File: config.mk
export PLATFORM = sky130hd
export DESIGN_NAME = regfile_wb_arbiter
export DESIGN_NICKNAME = d
export VERILOG_FILES = /design/src/rtl/regfile_wb_arbiter.sv
export SDC_FILE = /design/constraint.sdc
export NUM_CORES = 1
export LEC_CHECK = 0
export ABC_AREA = 1
export BUFFER_PORTS_ARGS = -buffer_cell sky130_fd_sc_hd__buf_2
export CAP_MARGIN = 25
export CELL_PAD_IN_SITES_DETAIL_PLACEMENT = 1
export CELL_PAD_IN_SITES_GLOBAL_PLACEMENT = 1
export CORE_MARGIN = 2
export CORE_UTILIZATION = 35
export DETAILED_ROUTE_END_ITERATION = 8
export PLACE_DENSITY = 0.73
export SYNTH_ARGS = -nofsm -noshare
export SYNTH_HDL_FRONTEND = slang
export SYNTH_SLANG_ARGS = --single-unit
File: constraint.sdc
create_clock -name clk_i -period 1.47 [get_ports clk_i]
set_input_delay 0.147 -clock clk_i [delete_from_list [all_inputs] [get_ports clk_i]]
set_output_delay 0.147 -clock clk_i [all_outputs]
set_load 0.01 [all_outputs]
File: src/rtl/regfile_wb_arbiter.sv
// Arbitrates the single register-file write port between pipeline writeback and a
// buffered long-latency result, and tracks long-latency destinations in a busy scoreboard.
module regfile_wb_arbiter #(
  parameter int STARVE_LIMIT = 4
) (
  input  logic        clk_i,
  input  logic        rst_ni,
  input  logic        pipe_wen_i,
  input  logic [4:0]  pipe_waddr_i,
  input  logic [31:0] pipe_wdata_i,
  input  logic        ll_valid_i,
  input  logic [4:0]  ll_waddr_i,
  input  logic [31:0] ll_wdata_i,
  output logic        ll_ready_o,
  input  logic        ll_issue_i,
  input  logic [4:0]  ll_issue_rd_i,
  input  logic [4:0]  raddr1_i,
  input  logic [4:0]  raddr2_i,
  output logic        busy1_o,
  output logic        busy2_o,
  output logic        stall_req_o,
  output logic        sb_err_o,
  output logic        rf_wen_o,
  output logic [4:0]  rf_waddr_o,
  output logic [31:0] rf_wdata_o
);

  localparam logic [3:0] LP_LIMIT = 4'(STARVE_LIMIT);

  logic        r_buf_valid;
  logic [4:0]  r_buf_addr;
  logic [31:0] r_buf_data;
  logic        r_rf_src_ll;
  logic [31:0] r_busy;
  logic [3:0]  r_starve_cnt;

  logic        w_sel_pipe;
  logic        w_sel_buf;
  logic        w_ll_accept;
  logic [4:0]  w_sel_addr;
  logic [31:0] w_sel_data;
  logic [31:0] w_set_mask;
  logic [31:0] w_clr_mask;
  logic [31:0] w_busy_next;
  logic        w_issue_err;

  // Long-latency handshake: a transfer happens on a rising edge where ll_valid_i
  // and ll_ready_o are both high; ll_ready_o depends only on registered state.
  assign ll_ready_o = !r_buf_valid;
  assign busy1_o    = r_busy[raddr1_i];
  assign busy2_o    = r_busy[raddr2_i];

  always_comb begin
    w_sel_pipe  = pipe_wen_i;
    w_sel_buf   = !pipe_wen_i && r_buf_valid;
    w_sel_addr  = w_sel_pipe ? pipe_waddr_i : r_buf_addr;
    w_sel_data  = w_sel_pipe ? pipe_wdata_i : r_buf_data;
    w_ll_accept = ll_valid_i && !r_buf_valid;
    w_set_mask  = '0;
    w_clr_mask  = '0;
    if (ll_issue_i && (ll_issue_rd_i != 5'd0)) w_set_mask[ll_issue_rd_i] = 1'b1;
    if (rf_wen_o && r_rf_src_ll)               w_clr_mask[rf_waddr_o]    = 1'b1;
    // Set is applied after clear so a same-cycle set/clear leaves the bit busy.
    w_busy_next = ((r_busy & ~w_clr_mask) | w_set_mask) & 32'hFFFF_FFFE;
    w_issue_err = |(w_set_mask & r_busy & ~w_clr_mask);
  end

  always_ff @(posedge clk_i or negedge rst_ni) begin
    if (!rst_ni) begin
      r_buf_valid  <= 1'b0;
      r_buf_addr   <= '0;
      r_buf_data   <= '0;
      r_rf_src_ll  <= 1'b0;
      r_busy       <= '0;
      r_starve_cnt <= '0;
      stall_req_o  <= 1'b0;
      sb_err_o     <= 1'b0;
      rf_wen_o     <= 1'b0;
      rf_waddr_o   <= '0;
      rf_wdata_o   <= '0;
    end else begin
      if (w_sel_buf) begin
        r_buf_valid <= 1'b0;
      end else if (w_ll_accept) begin
        r_buf_valid <= 1'b1;
        r_buf_addr  <= ll_waddr_i;
        r_buf_data  <= ll_wdata_i;
      end

      // Address-0 writes are consumed but never reach the register file.
      rf_wen_o    <= (w_sel_pipe || w_sel_buf) && (w_sel_addr != 5'd0);
      r_rf_src_ll <= w_sel_buf;
      if (w_sel_pipe || w_sel_buf) begin
        rf_waddr_o <= w_sel_addr;
        rf_wdata_o <= w_sel_data;
      end

      r_busy <= w_busy_next;
      if (w_issue_err) sb_err_o <= 1'b1;

      if (w_sel_buf) begin
        r_starve_cnt <= '0;
      end else if (r_buf_valid && pipe_wen_i && (r_starve_cnt != LP_LIMIT)) begin
        r_starve_cnt <= r_starve_cnt + 4'd1;
      end
      stall_req_o <= (r_starve_cnt == LP_LIMIT);
    end
  end

endmodule

==> impl_results.md <==
- Status: finished with violations
- Failing checks: setup timing
- Clock slew at reported path FFs: around 0.06 ns
- Worst setup SP type: register
- DRT iter0 DRCs: 320
- Ys Warns: 0
- Sequential cell area: between 2000 and 3000 um^2
- Final core occ: 55.5%
- Initial antenna violation count: 0
- Setup WS post-layout: -0.284 ns
- Pwr Total: 12.2 mW
- Post-route ant nets: 0
- Worst hold stages: 3
- Clk root buf: clkbuf_16
- Final Cell Area: around 9000 um^2
- Dpl ws: -0.173 ns
- Max-cap violations: 0
- Number of H-tree levels: 4
- FF+latch count, synth: 114
- CTS Buf Count: 17
- Hold crit path type: in -> reg
- Fin crit share: 119%
- Asr flop ratio synth: between 90% and 100%
- Clk Latency, worst-skew pair: 0.43 ns
- Slew HR: 70.2%
- Routed wire length per instance: roughly 21 um
- First-pass GRT wire length: about 38000 um
- Vias in the first global route: between 7000 and 8000
- Die Height: about 130 um
- N_diodes: 0
- Req. time, crit path: around 1.8 ns
- Mean Syn Cell Area: between 7 and 8 um^2
- Final setup violation count: 5
- Layout cells sized above 1: a little over a third
- Most frequent cell after synthesis: nand2_1
- Post-synth EDFFs: 0
- Crit-path max FO: 6
- WP data arrival: 2.06 ns
- Post-synthesis cell area: 5730 um^2
- Die footprint: 17400 um^2
- Peak VDD IR: 1070 uV
- Largest cells by area after synthesis: dfrtp_1, nand2_1, nand3_1, nor2_1, mux2_2
- Starting Density: 35.9%
- Clock sinks: roughly 110
- Seq/Total Area, Yosys: between 40% and 50%
- Residual DRC: 0
- Worst Reg-to-Reg Cells: 10
- Synth top cells by count: nand2_1, dfrtp_1, nand3_1
- Launching point of the worst reg2reg path: rf_waddr_o[4]$_DFFE_PN0P_
- Syn_nets: roughly 830
- FP Rows: 46
- Die width: between 100 and 150 um
- GP Congestion: between 0.8 and 0.9
- Layout Area Growth over Synthesis: 54.6%
- Post-Synthesis Cells: around 730
- Worst-Margin Slew: 0.447 ns
- GRT Overall Usage: between 20 and 30%
- Hold Path Sink: r_buf_data[13]$_DFFE_PN0P_
- Pins Over Slew Limit: 0
- HPWL after DPL: roughly 15000 um
- CP startpoint: rf_waddr_o[4]$_DFFE_PN0P_
- Setup crit end kind: register
- Area of placed instances: 7110 um^2
- Maximum clock path buffer count: 2
- RSZ-0062 raised after global routing: yes
- Top cell type's share of synthesized area: approximately half
- Synth area leader: dfrtp_1
- # IOs: 137
- Multi-input combinational cell area: 2820 um^2
- Min Tclk post-route: 1.75 ns
- Worst r2r dst: sb_err_o$_DFFE_PN0P_
- Initial DRT Pass Iterations: 5
- CTS tree: built
- Final Hold Vio Count: 0
- Crit Path Class: reg -> reg
- Leak Pwr: roughly 4.4 nW
- Top FF cell, synth: dfrtp_1
- Core footprint: between 15000 and 20000 um^2
- Nets: 1119
- Final Routed Wirelength: 26600 um
- Pwr dens: about 1400 nW/um^2
- Fillers: around 1900
- Vias per cell: around 5.4
- # port buffers: roughly 140
- Largest net degree at the start of global routing: 48
- Hold_sp: ll_wdata_i[13]
- Grt total ovfl: 0
- Number of distinct library cells after synthesis: 23
- WHS: 0.00959 ns
- Max Fclk: about 570 MHz
- R2R Setup Slk: -0.28 ns
- Vias: between 6000 and 7000
- Post-Route Skew: 0.0139 ns
[power by group]
part | switching, mW | internal [mW]
Sequential | 0.808 | 3.91
Clock | 1.58 | 2.52
Combinational | 1.89 | 1.54
Total | 4.27 | 7.97
[registers in the layout, summed over array words and instances, names as in the netlist]
| register | cells |
|---|---|
| rf_wen_o | 1 |
| stall_req_o | 1 |
| r_rf_src_ll | 1 |
| r_buf_data | 32 |
| sb_err_o | 1 |
| r_buf_valid | 1 |
| rf_waddr_o | 5 |
| r_buf_addr | 5 |
| rf_wdata_o | 32 |
| r_starve_cnt | 4 |
| r_busy | 31 |
[stage by stage]
stage / TNS (ns) / instances
after floorplan: 0 / 732
after global placement: -0.0980 / 1121
after detailed placement: -0.173 / 1121
after CTS: -0.494 / 1235
after global routing: -1.70 / 1251
final: -0.867 / 1251
[cell families (layout without fill, tap and decap cells)]
logic type | after synthesis | count (layout) | share of synthesized area [%]
muxes | 26 | 26 | 5.04
DFF | 114 | 114 | 49.8
and+or+nand+nor | 430 | 430 | 31.1
xor gates and xnor gates | 1 | 1 | 0.153
adders and majority gates | 2 | 2 | 0.437
buffers and inverters | 73 | 376 | 5.15
AOI/OAI and AO/OA | 86 | 86 | 8.36
[critical path, cell delays in order, from the launching register on]
cell,delay (ns)
dfrtp_2,0.46
buf_4,0.16
nor3_2,0.17
buf_4,0.18
nand2_1,0.07
nand3_1,0.11
nand2_1,0.09
nor2_1,0.12
nand2_1,0.10
nor2_1,0.11
nand2_1,0.06
[area by class of cell]
type                            instances  area share (%)
Clock buffer                           21            5.09
Inverter                               46            1.99
Tap cell                              216            3.05
Sequential cell                       114            32.4
Timing Repair Buffer                  299            24.4
Multi-Input combinational cell        545            31.8
Clock inverter                         10            1.26
[cells in the final DEF, fill, tap and decap left out, drive strengths merged, types with 4 or more instances in the layout]
cell type,n
clkbuf,21
clkinv,8
clkinvlp,4
buf,230
nand3,113
nand2,239
mux2,23
dfrtp,114
o211ai,18
a21oi,23
dlygate4sd3,69
inv,42
nor2,74
o21ai,44
[worst max-delay path by stage]
stage,endpoint,depth (start not counted)
after floorplan,sb_err_o$_DFFE_PN0P_,9
after global placement,sb_err_o$_DFFE_PN0P_,9
after detailed placement,sb_err_o$_DFFE_PN0P_,9
after CTS,busy2_o,7
after global routing,sb_err_o$_DFFE_PN0P_,10
final,sb_err_o$_DFFE_PN0P_,10
[per-layer routing]
metal  track usage [%]  vias up  wire, um
met3              6.31      103      1260
li1                  -     2988         -
met4              12.6        0      1320
met5                 0        -         0
met2              51.0      270     13900
met1              31.2     3356     10000
[repair_timing]
item                                    CTS  global route
hold buffers                             69             0
endpoints found under the setup margin    3            30
pin swaps                                19            20
gates resized for setup                  39            51
hold endpoints to repair                 94             0
gates cloned                              0             0
setup buffers                            14            16
No activity file was read; power rests on OpenSTA's default activity.
